## config.mk

```make
export PLATFORM = sky130hd
export DESIGN_NAME = uart_prog_loader
export DESIGN_NICKNAME = d
export VERILOG_FILES = /design/src/rtl/uart_pkg.sv /design/src/rtl/byte_packer.sv /design/src/rtl/uart_prog_loader.sv
export SDC_FILE = /design/constraint.sdc
export NUM_CORES = 1
export LEC_CHECK = 0
export CAP_MARGIN = 15
export CELL_PAD_IN_SITES_DETAIL_PLACEMENT = 1
export CELL_PAD_IN_SITES_GLOBAL_PLACEMENT = 1
export CORE_MARGIN = 3
export CORE_UTILIZATION = 55
export CTS_CLUSTER_SIZE = 10
export DETAILED_ROUTE_END_ITERATION = 10
export DONT_BUFFER_PORTS = 1
export PLACE_DENSITY = 0.88
export SYNTH_ARGS = -nofsm -noshare
export SYNTH_HDL_FRONTEND = slang
export SYNTH_HIERARCHICAL = 1
export SYNTH_SLANG_ARGS = --single-unit
```

## constraint.sdc

```tcl
create_clock -name clk_i -period 3.4 [get_ports clk_i]
set_clock_uncertainty 0.05 [all_clocks]
set_input_delay 0.17 -clock clk_i [delete_from_list [all_inputs] [get_ports clk_i]]
set_output_delay 0.17 -clock clk_i [all_outputs]
set_load 0.05 [all_outputs]
```

## src/rtl/uart_pkg.sv

```systemverilog
// Shared types and constants for the UART program loader.
package uart_pkg;

  typedef enum logic [1:0] {
    IDLE = 2'd0,
    LOAD = 2'd1,
    DONE = 2'd2
  } load_state_e;

  localparam logic [31:0] END_WORD_DEFAULT = 32'h0000_0FFF;

endpackage

```

## src/rtl/byte_packer.sv

```systemverilog
// Packs UART bytes little-endian into 32-bit words.
// UART_LOADER_TIMEOUT_EN adds an inter-byte timeout that discards a stale partial word.
module byte_packer
  import uart_pkg::*;
#(
  parameter logic [15:0] TIMEOUT_CYCLES = 16'd50000
) (
  input  logic        clk,
  input  logic        rst,
  input  logic        run,
  input  logic        rx_dv,
  input  logic [7:0]  rx_byte,
  output logic [31:0] word,
  output logic        word_done
`ifdef UART_LOADER_TIMEOUT_EN
  ,
  output logic        timeout
`endif
);

  logic [1:0]  cnt;
  logic [23:0] sreg;
  logic        tmo_hit;

  // Byte 3 is taken straight from the input so the word is usable on its strobe cycle.
  assign word      = {rx_byte, sreg};
  assign word_done = run & rx_dv & (cnt == 2'd3);

`ifdef UART_LOADER_TIMEOUT_EN
  logic [15:0] tcnt;

  assign tmo_hit = run & ~rx_dv & (cnt != 2'd0) & (tcnt == TIMEOUT_CYCLES - 16'd1);

  always_ff @(posedge clk or posedge rst) begin
    if (rst) begin
      tcnt    <= '0;
      timeout <= 1'b0;
    end else begin
      timeout <= tmo_hit;
      if (!run || rx_dv || cnt == 2'd0 || tmo_hit) tcnt <= '0;
      else                                          tcnt <= tcnt + 16'd1;
    end
  end
`else
  logic unused_timeout;
  assign tmo_hit        = 1'b0;
  assign unused_timeout = ^TIMEOUT_CYCLES;
`endif

  always_ff @(posedge clk or posedge rst) begin
    if (rst) begin
      cnt  <= '0;
      sreg <= '0;
    end else if (!run || tmo_hit) begin
      cnt <= '0;
    end else if (rx_dv) begin
      case (cnt)
        2'd0:    sreg[7:0]   <= rx_byte;
        2'd1:    sreg[15:8]  <= rx_byte;
        2'd2:    sreg[23:16] <= rx_byte;
        default: ;
      endcase
      cnt <= cnt + 2'd1;
    end
  end

endmodule

```

## src/rtl/uart_prog_loader.sv

```systemverilog
// Loads a program from the UART byte stream into instruction memory, one word per write.
// Optional inter-byte timeout (and timeout_o port) with UART_LOADER_TIMEOUT_EN.
module uart_prog_loader
  import uart_pkg::*;
#(
  parameter int                ADDR_W         = 12,
  parameter logic [ADDR_W-1:0] BASE_ADDR      = '0,
  parameter logic [31:0]       END_WORD       = END_WORD_DEFAULT,
  parameter logic [15:0]       TIMEOUT_CYCLES = 16'd50000
) (
  input  logic              clk_i,
  input  logic              rst_i,
  input  logic              en_i,
  input  logic              rx_dv_i,
  input  logic [7:0]        rx_byte_i,
  output logic              mem_req_o,
  output logic [ADDR_W-1:0] mem_addr_o,
  output logic [31:0]       mem_wdata_o,
  input  logic              mem_ready_i,
  output logic              done_o,
  output logic              overrun_o,
  output logic [ADDR_W:0]   word_cnt_o,
  output logic              busy_o
`ifdef UART_LOADER_TIMEOUT_EN
  ,
  output logic              timeout_o
`endif
);

  load_state_e state, state_nxt;
  logic [31:0] word;
  logic        word_done, acc, run, last;

  assign run    = (state == LOAD) & en_i;
  assign acc    = mem_req_o & mem_ready_i;
  assign last   = word_done & (word == END_WORD);
  assign done_o = (state == DONE);
  assign busy_o = (state == LOAD);

  byte_packer #(.TIMEOUT_CYCLES(TIMEOUT_CYCLES)) u_packer (
    .clk       (clk_i),
    .rst       (rst_i),
    .run       (run),
    .rx_dv     (rx_dv_i),
    .rx_byte   (rx_byte_i),
    .word      (word),
    .word_done (word_done)
`ifdef UART_LOADER_TIMEOUT_EN
    ,
    .timeout   (timeout_o)
`endif
  );

  always_ff @(posedge clk_i or posedge rst_i) begin
    if (rst_i) state <= IDLE;
    else       state <= state_nxt;
  end

  always_comb begin
    state_nxt = state;
    case (state)
      IDLE:    if (en_i) state_nxt = LOAD;
      LOAD:    if (!en_i) state_nxt = IDLE;
               else if (last) state_nxt = DONE;
      DONE:    if (!en_i) state_nxt = IDLE;
      default: state_nxt = IDLE;
    endcase
  end

  // mem_addr_o is the live address register: an accept and a new issue on the
  // same edge therefore put the new word at the following address.
  always_ff @(posedge clk_i or posedge rst_i) begin
    if (rst_i) begin
      mem_req_o   <= 1'b0;
      mem_addr_o  <= BASE_ADDR;
      mem_wdata_o <= '0;
      word_cnt_o  <= '0;
      overrun_o   <= 1'b0;
    end else if (state == IDLE) begin
      if (en_i) begin
        mem_addr_o <= BASE_ADDR;
        word_cnt_o <= '0;
        overrun_o  <= 1'b0;
      end
    end else if (!en_i) begin
      mem_req_o <= 1'b0;
    end else begin
      if (acc) begin
        mem_addr_o <= mem_addr_o + 1'b1;
        if (word_cnt_o != '1) word_cnt_o <= word_cnt_o + 1'b1;
      end
      if (word_done && !last) begin
        if (!mem_req_o || acc) begin
          mem_req_o   <= 1'b1;
          mem_wdata_o <= word;
        end else begin
          overrun_o <= 1'b1;
        end
      end else if (acc) begin
        mem_req_o <= 1'b0;
      end
    end
  end

endmodule

```

==> summary.txt, run 1 <==
Clocking
  – Root buffer cell: clkbuf_8
  – Setup Buffers After CTS: 0
  – H-tree depth: 3
  – CTS clk-pin slew, worst paths: 90 ps
  – Clk_lat worst skew: 350 ps
  – Sink Count: 87
  – Clock tree buffer depth: 2
  – TritonCTS clock tree: built
  – Num CTS Buffers: 9

Detailed routing
  – DR pass1 iterations: 4
  – Final antenna-violating net count: 0
  – Drt total wl: 10000 µm
  – Drt drc: 0
  – DR WL/cell: 23.4 µm
  – DRC marker count from the first detailed-route iteration: 107
  – Routed vias: 2526
  – Drt via density: 5.89

Placement
  – Placed cell count: 402
  – Port buffer count: 0
  – Post-DP HPWL: 6940 µm
  – Worst slack, placed: 548 ps
  – RePlAce Congestion: 0.840
  – Post-DP Area: 4080 µm²

Layout
  – Final Non-Filler Cells: 429
  – Final instance area: 4420 µm²
  – Fill count: 703
  – Nets: 347
  – Area grow syn2layout: 8.95%
  – Share of cells above drive strength 1: 0.258
  – Storage element area: 2180 µm²
  – Core Util, Final: 0.632
  – Number of diodes: 0
  – Multi-input logic area: 1680 µm²

Yosys
  – Synth Area in Simple Gates: 0.138
  – Post-synthesis cell area: 4050 µm²
  – Top cells by area, synth: dfrtp_1, mux2_4, mux2_2
  – Most frequent cell after synthesis: dfrtp_1
  – Avg Inst Size Synth: 12.9 µm²
  – Fraction of the mapped netlist area in adder cells: 0.0185
  – Share of the synthesized area in the top cell type: 0.537
  – Most frequent cells after synthesis: dfrtp_1, mux2_4, mux2_2
  – Register area share after synthesis: 0.537
  – Syn Inst Count: 315
  – Post-Syn Nets: 334
  – XOR/XNOR Fraction of Synth Area: 0.0346
  – Main combinational cell family by area after synthesis: multiplexers
  – Async SR Flop Fraction: 1.00
  – Main synth FF type: dfrtp_1
  – YS warnings: 6
  – Area leader, netlist: dfrtp_1
  – Library cells used by synthesis: 45
  – Post-synth EDFFs: 0
  – #FFs+latches synth: 87
  – Mux contribution to synthesized area: 0.186
  – Post-synthesis compound-gate area fraction: 0.0386

Floorplanning
  – Number of top-level pins: 74
  – Die Area: 8430 µm²
  – Core box area: 6980 µm²
  – Starting Density: 0.580
  – Die Y: 91.8 µm
  – Row count: 30
  – Die width: 91.8 µm

Power
  – Tot Pwr: 2.08 mW
  – Power Dens Cells: 471 nW/µm²
  – P_leak: 2.12 nW
  – VDD IR max: 331 µV

Worst setup path
  – Worst setup EP type: flip-flop
  – WS Path Type: reg -> reg
  – Critical path startpoint category: flip-flop
  – Reg2Reg Depth: 8
  – CP Data Arrival Time: 3090 ps
  – Crit Path Max Fanout: 14
  – Req. time, crit path: 3590 ps

GRT
  – Overall Global Routing Usage: 0.251
  – Number of global-route vias before repair: 2881
  – First-pass GRT wire length: 16300 µm
  – Total grt overflow: 0
  – Largest net degree at the start of global routing: 33
  – Initial antenna violation count: 0

Worst hold path
  – Hold Path Depth: 2
  – Worst hold path class: in -> reg

Timing
  – Final hold viol count: 0
  – Tmin final: 2900 ps
  – Fin. max-slew vios: 0
  – Total negative slack: 0 ps
  – Final setup margin: 500 ps
  – Worst Max-Slew Pin Slew: 1040 ps
  – Crit share post-route: 0.853
  – Slew Limit Headroom: 0.303
  – FMAX: 345 MHz
  – Final hold slack: 19.6 ps
  – RSZ-0062 raised after global routing: no
  – Setup Viol. Count Final: 0

Flow run
  – Maxcap violations: 0

Status
  – Status: completed
metal layers:
metal  GRT usage  share of wire  wire length, µm
met1       0.287           0.39             3900
met5           0              0                0
met2       0.451           0.53             5280
met4      0.0594          0.018              184
met3      0.0878          0.066              664
path summary, 6_finish.rpt:
path	startpoint	end	slack (ps)
setup / recovery	state[0]	mem_wdata_o[28]	500
hold / removal	rx_dv_i	u_packer/cnt[1]	20
setup reg to reg	state[0]	mem_wdata_o[28]	500
hold reg to reg	u_packer/sreg[13]	mem_wdata_o[13]	490
max in group asynchronous	rst_i	mem_addr_o[8]	2090
min in group asynchronous	rst_i	mem_wdata_o[11]	340
cells by family after synthesis:
kind of cell	count (synthesis)
XOR/XNOR	16
AND/OR/NAND/NOR	98
adder cells (fa/ha/maj)	6
multiplexers	57
flip-flops	87
buffers and inverters	27
AO/OA/AOI/OAI	24
flip-flops by register name, indices dropped and copies added, names as in the netlist:
name,count
mem_req_o,1
mem_wdata_o,32
state,2
u_packer/cnt,2
mem_addr_o,12
u_packer/sreg,24
word_cnt_o,13
overrun_o,1
timing repair:
action,4_1_cts,5_1_grt
gates resized for setup,0,0
hold endpoints to repair,95,0
hold buffers,11,0
power breakdown:
| part | internal (mW) | switching (mW) |
|---|---|---|
| logic | 0.0616 | 0.0699 |
| registers | 1.08 | 0.0478 |
| clock network | 0.424 | 0.390 |
| total | 1.57 | 0.508 |
worst max-delay path, cell delays in order (launching register included):
cell	delay, ps
dfrtp_1	450
nor2b_1	200
nand2_1	70
inv_1	210
and3_1	250
nand2_1	90
or4_2	840
buf_4	320
mux2_4	310
layout by cell type, fill, tap and decap left out, types with 3 or more instances in the layout:
cell / count
and3_1: 3
nor3b_1: 3
nand4_1: 9
nand3_1: 7
nand2_1: 15
inv_1: 9
nor4_1: 9
mux2_2: 24
o21ai_0: 7
ha_1: 6
xor2_1: 5
and2_1: 3
xnor2_1: 11
a21oi_1: 3
dlygate4sd3_1: 11
nor2_1: 20
dfrtp_1: 87
nor4b_1: 3
o21ai_1: 4
nor3_1: 7
buf_4: 8
nand3_2: 3
clkbuf_8: 9
nor2b_1: 5
mux2_4: 30
layout make-up:
cell class | instances | share of cell area
clock buffer | 9 | 0.0281
clock inverter | 7 | 0.0232
inverter | 10 | 0.00850
multi-input combinational | 201 | 0.381
sequential | 87 | 0.493
tap | 96 | 0.0272
timing repair buffer | 19 | 0.0385
No activity file was read; power rests on OpenSTA's default activity.
==> run 2: changes to the inputs <==
--- a/config.mk
+++ b/config.mk
@@ -5,14 +5,13 @@
 export SDC_FILE = /design/constraint.sdc
 export NUM_CORES = 1
 export LEC_CHECK = 0
+export BUFFER_PORTS_ARGS = -buffer_cell sky130_fd_sc_hd__buf_2
 export CAP_MARGIN = 15
 export CELL_PAD_IN_SITES_DETAIL_PLACEMENT = 1
 export CELL_PAD_IN_SITES_GLOBAL_PLACEMENT = 1
 export CORE_MARGIN = 3
-export CORE_UTILIZATION = 55
-export CTS_CLUSTER_SIZE = 10
+export CORE_UTILIZATION = 48
 export DETAILED_ROUTE_END_ITERATION = 10
-export DONT_BUFFER_PORTS = 1
 export PLACE_DENSITY = 0.88
 export SYNTH_ARGS = -nofsm -noshare
 export SYNTH_HDL_FRONTEND = slang
==> constraint.sdc (replaced) <==
create_clock -name clk_i -period 3.4 [get_ports clk_i]
set_clock_uncertainty 0.05 [all_clocks]
set_input_delay 0.68 -clock clk_i [delete_from_list [all_inputs] [get_ports clk_i]]
set_output_delay 0.68 -clock clk_i [all_outputs]
set_load 0.05 [all_outputs]
==> summary.txt, run 2 (synthesis results as in run 1) <==
Status
  – Status: completed

Timing
  – Setup Viol. Count Final: 0
  – Total negative slack: 0 ps
  – Worst Max-Slew Pin Slew: 1040 ps
  – Crit share post-route: 0.809
  – Fin. max-slew vios: 0
  – FMAX: 364 MHz
  – RSZ-0062 raised after global routing: no
  – Final hold viol count: 0
  – Slew Limit Headroom: 0.309
  – Tmin final: 2750 ps

Detailed routing
  – M1 wire length: 4090 µm
  – Final antenna-violating net count: 0
  – Drt via density: 5.61
  – Drt total wl: 9980 µm
  – Routed vias: 2749
  – Top Layer Used: met4
  – DR WL/cell: 20.4 µm
  – Wire length on met3: 502 µm
  – DR pass1 iterations: 4
  – Metal2 WL: 5230 µm
  – DRC marker count from the first detailed-route iteration: 93
  – Drt drc: 0

Floorplanning
  – Row count: 32
  – Core box area: 7970 µm²
  – Die Y: 97.9 µm
  – Die width: 97.9 µm
  – Number of top-level pins: 74
  – Die Area: 9580 µm²
  – Starting Density: 0.509

Layout
  – Number of diodes: 0
  – Most flops, register: mem_wdata_o
  – Final Non-Filler Cells: 490
  – Commonest non-fill, non-tap cell in the layout: dfrtp_1
  – Nets: 404
  – Share of cells above drive strength 1: 0.392
  – Area grow syn2layout: 14.3%
  – Top Registers: mem_wdata_o (32), u_packer/sreg (24), word_cnt_o (13)
  – Max FFs per register: 32
  – Fill count: 844
  – Most frequent cells in the layout: dfrtp_1, buf_2, mux2_4

Placement
  – RePlAce Congestion: 0.819
  – Placed cell count: 476
  – Post-DP HPWL: 7070 µm
  – Port buffer count: 73

Worst setup path
  – Reg2Reg Depth: 8
  – Worst reg2reg setup slack: 650 ps
  – Beginning of the critical path: state[0]
  – CP Data Arrival Time: 2940 ps
  – WS Path Type: reg -> reg
  – Worst setup EP type: flip-flop
  – Crit Path Max Fanout: 32
  – RR Startpoint: state[0]
  – Req. time, crit path: 3590 ps
  – R2r endpoint: mem_wdata_o[14]
  – Critical path startpoint category: flip-flop

GRT
  – Initial antenna violation count: 0
  – Largest net degree at the start of global routing: 62
  – Total grt overflow: 0
  – Number of global-route vias before repair: 3057
  – First-pass GRT wire length: 16500 µm
  – Overall Global Routing Usage: 0.217

Worst hold path
  – Hold Path Depth: 1
  – Hold EP: mem_wdata_o[25]
  – Worst hold path class: reg -> reg
  – Hold_sp: mem_wdata_o[25]

Power
  – Power Dens Cells: 446 nW/µm²
  – VDD IR max: 246 µV
  – Tot Pwr: 2.07 mW
  – P_leak: 2.43 nW

Clocking
  – Setup Buffers After CTS: 0
  – Sink Count: 87
  – Clock tree buffer depth: 2
  – # hold bufs at CTS: 0
  – H-tree depth: 3
  – Root buffer cell: clkbuf_8
  – Num CTS Buffers: 9
  – Clk_lat worst skew: 350 ps
  – TritonCTS clock tree: built
  – CTS clk-pin slew, worst paths: 90 ps
  – PostCTS Resize Cnt: 0

Flow run
  – Maxcap violations: 0
## run 2: routing by layer
| layer | vias up | global-route usage |
|---|---|---|
| met5 | - | 0 |
| met2 | 83 | 0.379 |
| met1 | 1402 | 0.272 |
| li1 | 1252 | - |
| met3 | 12 | 0.0479 |
| met4 | 0 | 0.0628 |
## run 2: area by class of cell
class                   count  area (µm²)  share of cell area
flip-flops and latches     87        2180               0.470
multi-input cells         201        1680               0.363
repair buffers             76         388              0.0837
clock buffers              11         151              0.0327
well taps                 102         128              0.0275
clock inverters             3        67.6              0.0146
inverters                  10        37.5             0.00810
## run 2: stage by stage
step | hold slack [ps] | area [µm²] | worst slack [ps] | util
after floorplan | 426 | 4050 | 487 | -
after global placement | 432 | 4410 | 558 | 0.554
after detailed placement | 440 | 4410 | 403 | 0.554
after CTS | 465 | 4630 | 624 | 0.582
after global routing | 483 | 4630 | 460 | 0.582
final | 464 | 4630 | 650 | 0.582
## run 2: critical path, cell delays in order (launching register included)
cell and delay (ps):
dfrtp_1 460, nor2b_1 190, nand2_1 90, inv_1 210, and3_1 240, nand2_1 100, or4_2 560, buf_4 330
mux2_1 400
## run 2: worst max path at each step
stage / end / cells past startpoint / slack, ps
2_1_floorplan: mem_wdata_o[0] / 9 / 490
3_3_place_gp: mem_wdata_o[14] / 8 / 560
3_5_place_dp: mem_wdata_o[14] / 8 / 400
4_1_cts: mem_wdata_o[13] / 8 / 620
5_1_grt: mem_wdata_o[14] / 8 / 460
6_report: mem_wdata_o[14] / 8 / 650
## run 2: power breakdown
part | leakage (nW) | total, mW | internal, mW | switching, mW
sequential | 1.19 | 1.13 | 1.08 | 0.0474
combinational | 1.14 | 0.137 | 0.0583 | 0.0783
clock | 0.108 | 0.800 | 0.446 | 0.354
